$ cat src/rtl/alu_issue_pkg.sv
// Shared RV32I opcode/funct constants and decode helpers for the ALU issue unit.
// This package is the common home for the opcode and funct constants.
package alu_issue_pkg;

    localparam logic [6:0] OPCODE_OP     = 7'b0110011;
    localparam logic [6:0] OPCODE_OP_IMM = 7'b0010011;
    localparam logic [6:0] OPCODE_STORE  = 7'b0100011;
    localparam logic [6:0] OPCODE_LUI    = 7'b0110111;

    localparam logic [2:0] FUNCT3_ADD = 3'b000;
    localparam logic [2:0] FUNCT3_SLL = 3'b001;
    localparam logic [2:0] FUNCT3_SR  = 3'b101;

    localparam logic [6:0] FUNCT7_BASE = 7'b0000000;
    localparam logic [6:0] FUNCT7_ALT  = 7'b0100000;

    function automatic logic is_shift(input logic [2:0] f3);
        return (f3 == FUNCT3_SLL) || (f3 == FUNCT3_SR);
    endfunction

    function automatic logic instr_legal(input logic [6:0] opcode, input logic [2:0] f3,
                                         input logic [6:0] f7);
        logic ok;
        ok = 1'b0;
        if (opcode == OPCODE_OP) begin
            ok = (f7 == FUNCT7_BASE) ||
                 ((f7 == FUNCT7_ALT) && ((f3 == FUNCT3_ADD) || (f3 == FUNCT3_SR)));
        end else if (opcode == OPCODE_OP_IMM) begin
            // Only shifts constrain imm[11:5]; every other OP-IMM funct3 is legal.
            if (f3 == FUNCT3_SLL) begin
                ok = (f7 == FUNCT7_BASE);
            end else if (f3 == FUNCT3_SR) begin
                ok = (f7 == FUNCT7_BASE) || (f7 == FUNCT7_ALT);
            end else begin
                ok = 1'b1;
            end
        end
        return ok;
    endfunction

endpackage

$ cat src/rtl/imm_gen.sv
// Immediate generator: sign-extends the immediate field selected by the opcode.
// I-type is the default; S and U formats are decoded so more formats slot in here.
module imm_gen
    import alu_issue_pkg::*;
(
    input  logic [31:0] instr,
    output logic [31:0] imm
);

    always_comb begin
        imm = {{20{instr[31]}}, instr[31:20]};
        case (instr[6:0])
            OPCODE_STORE: imm = {{20{instr[31]}}, instr[31:25], instr[11:7]};
            OPCODE_LUI:   imm = {instr[31:12], 12'b0};
            default:      imm = {{20{instr[31]}}, instr[31:20]};
        endcase
    end

endmodule

$ cat src/rtl/alu_issue.sv
// Issue unit for RV32I OP/OP-IMM instructions: latch, decode, read operands,
// strobe the ALU and write the result back, one instruction every four cycles.
module alu_issue
    import alu_issue_pkg::*;
(
    input  logic        clk,
    input  logic        rst_n,
    input  logic        instr_valid,
    input  logic [31:0] instr,
    output logic        instr_ready,
    output logic        rf_rd_en,
    output logic [4:0]  rf_rs1_addr,
    output logic [4:0]  rf_rs2_addr,
    input  logic [31:0] rf_rs1_data,
    input  logic [31:0] rf_rs2_data,
    output logic        alu_en,
    output logic [2:0]  funct3,
    output logic [6:0]  funct7,
    output logic        src_sel,
    output logic [31:0] reg_data_1,
    output logic [31:0] reg_data_2,
    output logic [31:0] immediate,
    input  logic [31:0] alu_res,
    output logic        rf_we,
    output logic [4:0]  rf_wr_addr,
    output logic [31:0] rf_wr_data,
    output logic        retire,
    output logic        illegal
);

    typedef enum logic [1:0] {StIdle, StDecode, StExec, StWb} state_e;

    state_e      state_q;
    logic [31:0] instr_q;
    logic        alu_en_q, src_sel_q, retire_q, rf_we_q;
    logic [2:0]  funct3_q;
    logic [6:0]  funct7_q;
    logic [4:0]  wr_addr_q;
    logic [31:0] imm_q, reg1_q, reg2_q;
    logic [31:0] imm_dec;
    logic        legal, is_op;

    assign is_op = (instr_q[6:0] == OPCODE_OP);
    assign legal = instr_legal(instr_q[6:0], instr_q[14:12], instr_q[31:25]);

    imm_gen u_imm_gen (
        .instr (instr_q),
        .imm   (imm_dec)
    );

    always_ff @(posedge clk or negedge rst_n) begin
        if (!rst_n) begin
            state_q   <= StIdle;
            instr_q   <= '0;
            alu_en_q  <= 1'b0;
            src_sel_q <= 1'b0;
            retire_q  <= 1'b0;
            rf_we_q   <= 1'b0;
            funct3_q  <= '0;
            funct7_q  <= '0;
            wr_addr_q <= '0;
            imm_q     <= '0;
            reg1_q    <= '0;
            reg2_q    <= '0;
        end else begin
            case (state_q)
                StIdle: begin
                    if (instr_valid) begin
                        instr_q <= instr;
                        state_q <= StDecode;
                    end
                end
                StDecode: begin
                    if (legal) begin
                        state_q   <= StExec;
                        alu_en_q  <= 1'b1;
                        funct3_q  <= instr_q[14:12];
                        // Non-shift OP-IMM forces funct7 to zero so ADDI never subtracts.
                        funct7_q  <= (is_op || is_shift(instr_q[14:12])) ? instr_q[31:25]
                                                                         : FUNCT7_BASE;
                        src_sel_q <= is_op;
                        imm_q     <= imm_dec;
                    end else begin
                        state_q <= StIdle;
                    end
                end
                StExec: begin
                    state_q   <= StWb;
                    alu_en_q  <= 1'b0;
                    reg1_q    <= rf_rs1_data;
                    reg2_q    <= rf_rs2_data;
                    retire_q  <= 1'b1;
                    rf_we_q   <= (instr_q[11:7] != 5'd0);
                    wr_addr_q <= instr_q[11:7];
                end
                StWb: begin
                    state_q   <= StIdle;
                    retire_q  <= 1'b0;
                    rf_we_q   <= 1'b0;
                    wr_addr_q <= '0;
                end
                default: state_q <= StIdle;
            endcase
        end
    end

    assign instr_ready = (state_q == StIdle);
    assign rf_rd_en    = (state_q == StDecode);
    assign rf_rs1_addr = instr_q[19:15];
    assign rf_rs2_addr = instr_q[24:20];
    assign illegal     = (state_q == StDecode) && !legal;
    assign alu_en      = alu_en_q;
    assign funct3      = funct3_q;
    assign funct7      = funct7_q;
    assign src_sel     = src_sel_q;
    assign immediate   = imm_q;
    // Register-file data arrives during EXEC; a held copy keeps the operands stable in WB.
    assign reg_data_1  = (state_q == StExec) ? rf_rs1_data : reg1_q;
    assign reg_data_2  = (state_q == StExec) ? rf_rs2_data : reg2_q;
    assign rf_we       = rf_we_q;
    assign rf_wr_addr  = wr_addr_q;
    assign rf_wr_data  = (state_q == StWb) ? alu_res : '0;
    assign retire      = retire_q;

endmodule

$ cat config.mk
export PLATFORM = sky130hd
export DESIGN_NAME = alu_issue
export DESIGN_NICKNAME = d
export VERILOG_FILES = /design/src/rtl/alu_issue_pkg.sv /design/src/rtl/imm_gen.sv /design/src/rtl/alu_issue.sv
export SDC_FILE = /design/constraint.sdc
export NUM_CORES = 1
export LEC_CHECK = 0
export CAP_MARGIN = 30
export CORE_MARGIN = 1
export CORE_UTILIZATION = 41
export CTS_CLUSTER_SIZE = 16
export DETAILED_ROUTE_END_ITERATION = 16
export PLACE_DENSITY_LB_ADDON = 0.08
export SLEW_MARGIN = 20
export SYNTH_ARGS = -nofsm -noshare
export SYNTH_HDL_FRONTEND = slang
export SYNTH_SLANG_ARGS = --single-unit
$ cat constraint.sdc
create_clock -name clk -period 2.3 [get_ports clk]
set_input_delay 0.23 -clock clk [delete_from_list [all_inputs] [get_ports clk]]
set_output_delay 0.23 -clock clk [all_outputs]
set_load 0.03 [all_outputs]
# Word-level counts from Yosys, hierarchy flattened
# Index checks and enable logic that the tools add are counted.
# totals
regBits	149
output_inout_bits	160
word_cells	58
# classes
n_eq_ne	12
muxes	17
n_reduce_logical	17
# op_table
cell	count
2-to-1 mux 32 bit	3
one-hot mux 31 bit (2 select lines)	1
== test 7 x 6 -> 1 bit (second input constant)	4
one-hot mux 5 bit (2 select lines)	1
one-hot mux 2 bit (4 select lines)	1
== test 7 x 5 -> 1 bit (second input constant)	1
logical NOT 7 bit	1
2-to-1 mux 7 bit	1
one-hot mux 1 bit (2 select lines)	3
AND reduction 2 bit	3
logical OR 1 bit	5
2-to-1 mux 1 bit	5
nonzero test 5 bit	1
== test 2 bit (second input constant)	2
2-to-1 mux 2 bit	2
nonzero test 2 bit	2
== test 3 x 1 -> 1 bit (second input constant)	1
== test 3 bit (second input constant)	1
logical NOT 3 bit	1
== test 2 x 1 -> 1 bit (second input constant)	1
logical AND 1 bit	2
logical NOT 2 bit	1
inequality test 2 x 1 -> 1 bit (second input constant)	1
inequality test 2 bit (second input constant)	1
logical NOT 1 bit	1

# Longest topological paths before layout
# logic_depth
depth_word	8
depth_mapped	7
depth_no_buf	5

# Modules after synthesis
# From an unflattened synthesis, not the netlist that was laid out.
# hier_totals
hier_cells	593
hier_area_um2	6358.6
# by_module_without_submodules
module	n_inst	cells_each	area_per_inst_um2	seq_area_each_um2
alu_issue	1	538	5945.7	3728.6
imm_gen	1	55	412.9	0.0

# Worst setup path before layout
# No wires, ideal clock.
# synth_path
path_type	register -> register
from	register with a tool-made name
to	register instr_q[10]
setup_ns	0.125
arrival_time_ns	1.955
slack_ns	0.220
stages_incl_launch_ff	7
path_cell_list	dfrtp_1 clkbuf_1 nor2_1 and2_1 clkbuf_1 buf_2 mux2_2
# synth_lines
item	line	rtl
end signal, assigned	alu_issue.sv:69	instr_q <= instr;
end, declared	alu_issue.sv:34	logic [31:0] instr_q;

# Worst setup path after layout
# layout_path
from	register state_q[0]
to	output port rf_wr_data[8]
# layout_via
elab_chain_cells	2
# layout_rtl
item	line	rtl
start, declared	alu_issue.sv:33	state_e state_q;
start signal, assigned	alu_issue.sv:53	state_q <= StIdle;
start signal, assigned	alu_issue.sv:70	state_q <= StDecode;
start signal, assigned	alu_issue.sv:75	state_q <= StExec;
== test 2 bit	alu_issue.sv:122	assign rf_wr_data = (state_q == StWb) ? alu_res : '0;
2-to-1 mux 32 bit	alu_issue.sv:122	
end, declared	alu_issue.sv:26	output logic [31:0] rf_wr_data,
# No other way between the ends.

==> results.json <==
{
  "status": "finished clean",
  "setup-tns-final_ns": 0,
  "critical_path_arrival_ns": 2.00,
  "dpl.hpwl_um": 11700,
  "synthFlopType": "dfrtp_1",
  "crit_type": "reg2out",
  "antenna_found_initial": 0,
  "crit_buf_inv": 2,
  "drt_pre_antenna_iters": 4,
  "ir_worst_vdd_mv": 0.663,
  "pwr-share-seq": 0.347,
  "grt_pass1_wl_um": 25000,
  "diodes": 0,
  "ys_top_cells_by_area": "dfrtp_1, nand2_1, mux2_2",
  "start_util": 0.426,
  "cts_setup_buffers": 0,
  "n_fill_cell": 1078,
  "hold_viol": 0,
  "critPathTopFamily": "buffers and inverters",
  "worstSetupStartpointType": "register",
  "p_per_area_nw_per_um2": 1080,
  "layout-drive-gt1-share": 0.200,
  "maxCapViolCount": 0,
  "num_rows": 43,
  "cts-htree-levels": 4,
  "fin_crit_sh": 0.969,
  "fmax_mhz": 449,
  "path_clk_slew_ns": 0.06,
  "path_max_fanout": 22,
  "clockBufferDepth": 2,
  "grt_pass1_vias": 4863,
  "gp_congestion": 0.827,
  "multi_input_area_um2": 2040,
  "power.share.clock": 0.276,
  "vias_per_cell": 4.73,
  "synth_area_um2": 6010,
  "drt_iter0_drc": 296,
  "synth_fp_nets": 692,
  "insertion_delay_ns": 0.42,
  "fin_crit_ns": 2.23,
  "synth_seq_cells": 149,
  "via_count": 4900,
  "routed_wl_um": 16700,
  "yosysWarnings": 0,
  "pin_count": 291,
  "die_x_um": 123,
  "p_int_mw": 6.67,
  "synth.distinct_cells": 31,
  "dieArea_um2": 15100,
  "setup_violations": 0,
  "async_reset_ff_frac": 1.00,
  "finalPower_mw": 10.5,
  "synth_area_per_cell_um2": 10.7,
  "slew_headroom": 0.706,
  "p_sw_mw": 3.79,
  "regArea_um2": 3730,
  "cp.required_ns": 2.07,
  "ant_nets": 0,
  "grt_max_degree": 73,
  "synth-seq-area-share": 0.621,
  "hold_class": "in2async",
  "clock_skew_ns": 0.00751,
  "synth_top_cell_by_area": "dfrtp_1",
  "wl_per_cell_um": 16.1,
  "sw_frac_of_total": 0.362,
  "drc": 0,
  "tightest_slew_ns": 0.442,
  "cts_sinks": 149,
  "coreArea_um2": 14100,
  "synthCells": 561,
  "cts_root_buffer": "clkbuf_16",
  "grt_use_total": 0.219,
  "crit_path_top_delay_cell": "clkdlybuf4s50_1",
  "final_core_util": 0.684,
  "synthTopCellsByCount": "nand2_1, dfrtp_1, mux2_2, and3_1, clkbuf_1",
  "power_leakage_nw": 4.79,
  "cts_buffers": 17,
  "synth_most_common_cell": "nand2_1",
  "die_h_um": 123,
  "critPathMaxStageDelay_ns": 0.67,
  "yosysTopAreaCellShare": 0.621,
  "slew_violations": 0,
  "io_buffers": 290,
  "num-nets-final": 973,
  "crit_chain": "buf_4 > and3_1 > clkdlybuf4s50_1",
  "cts_tree": "done",
  "synth_edf_count": 0,
  "synthToLayoutAreaGrowth_pct": 60.5,
  "grt-ovfl-total": 0,
  "combPwrFrac": 0.377,
  "worstSetupEndpointType": "primary output"
}
[cell type report]
cell class	count	share of cell area
clock buffer	19	0.0470
clock inverter	13	0.0179
inverter	9	0.00350
multi-input combinational	358	0.211
sequential	149	0.387
tap	180	0.0234
timing repair buffer	307	0.310
[cell usage in the layout, fill, tap and decap left out, types with 2 or more instances in the layout]
cell type and instances:
bufinv_16 3, a22o_1 6, o22ai_1 3, nand2b_1 3
buf_4 76, and3_1 32, inv_1 9, inv_6 3
clkinvlp_4 4, o21ai_0 5, dlymetal6s2s_1 9, clkbuf_8 2
clkinv_4 3, mux2_4 2, clkbuf_16 19, clkdlybuf4s50_1 212
nor2b_1 7, a21o_1 20, nand2_1 203, nor2_1 8
mux2_2 46, buf_12 5, dfrtp_1 149, and2_1 7
[final timing paths]
kind,from,endpoint,slack (ns),depth (start not counted)
min in group clk,rf_rs2_data[28],reg2_q[28],0.36,3
min reg2reg,reg2_q[9],reg2_q[9],0.47,2
max in group asynchronous,rst_n,rf_wr_addr[3],1.19,3
max,state_q[0],rf_wr_data[8],0.07,3
max reg2reg,instr_q[3],immediate[18],0.26,6
min,rst_n,reg2_q[1],0.30,2
[power by group through the flow]
stage | combinational [mW] | sequential (mW) | clock (mW)
floorplan | 2.03 | 3.87 | 0
global placement | 3.92 | 3.65 | 0
detailed placement | 3.96 | 3.68 | 0
CTS | 3.98 | 3.63 | 2.94
global route | 4.21 | 3.72 | 3.04
finish | 3.94 | 3.63 | 2.88
[per-layer routing]
layer | GRT usage | wire length (um) | vias up
met3 | 0.0683 | 1290 | 19
met2 | 0.371 | 8260 | 170
met1 | 0.260 | 6890 | 2337
met4 | 0.0798 | 253 | 0
met5 | 0 | 0 | -
li1 | - | - | 2374
[flip-flops by register name (all words and copies together), names as in the netlist, 3 cells and up, named ones only]
name and flops:
funct3 3, instr_q 32, immediate 32, reg2_q 32, rf_wr_addr 5, funct7 7
reg1_q 32
[through the flow]
stage	instance area (um^2)	hold slack, ns	cells	setup slack, ns
2_1_floorplan	6010	-0.0656	561	0.220
3_3_place_gp	8930	0.171	1000	0.303
3_5_place_dp	8930	0.173	1000	0.255
4_1_cts	9560	0.300	1033	0.0250
5_1_grt	9640	0.341	1035	-0.000781
6_report	9640	0.295	1035	0.0721
[cells by family after synthesis]
kind of cell           after synthesis  share of synthesized area
AND/OR/NAND/NOR                    272                      0.198
flip-flops                         149                      0.621
buffers and inverters               54                     0.0435
multiplexers                        49                     0.0929
AO/OA/AOI/OAI                       37                     0.0444
[what timing repair did]
| action | in CTS | in global routing |
|---|---|---|
| hold buffers | 1 | 0 |
| gates resized for setup | 0 | 11 |
| hold endpoints to repair | 42 | 0 |
| endpoints found under the setup margin | 0 | 88 |
No activity file was read; power rests on OpenSTA's default activity.
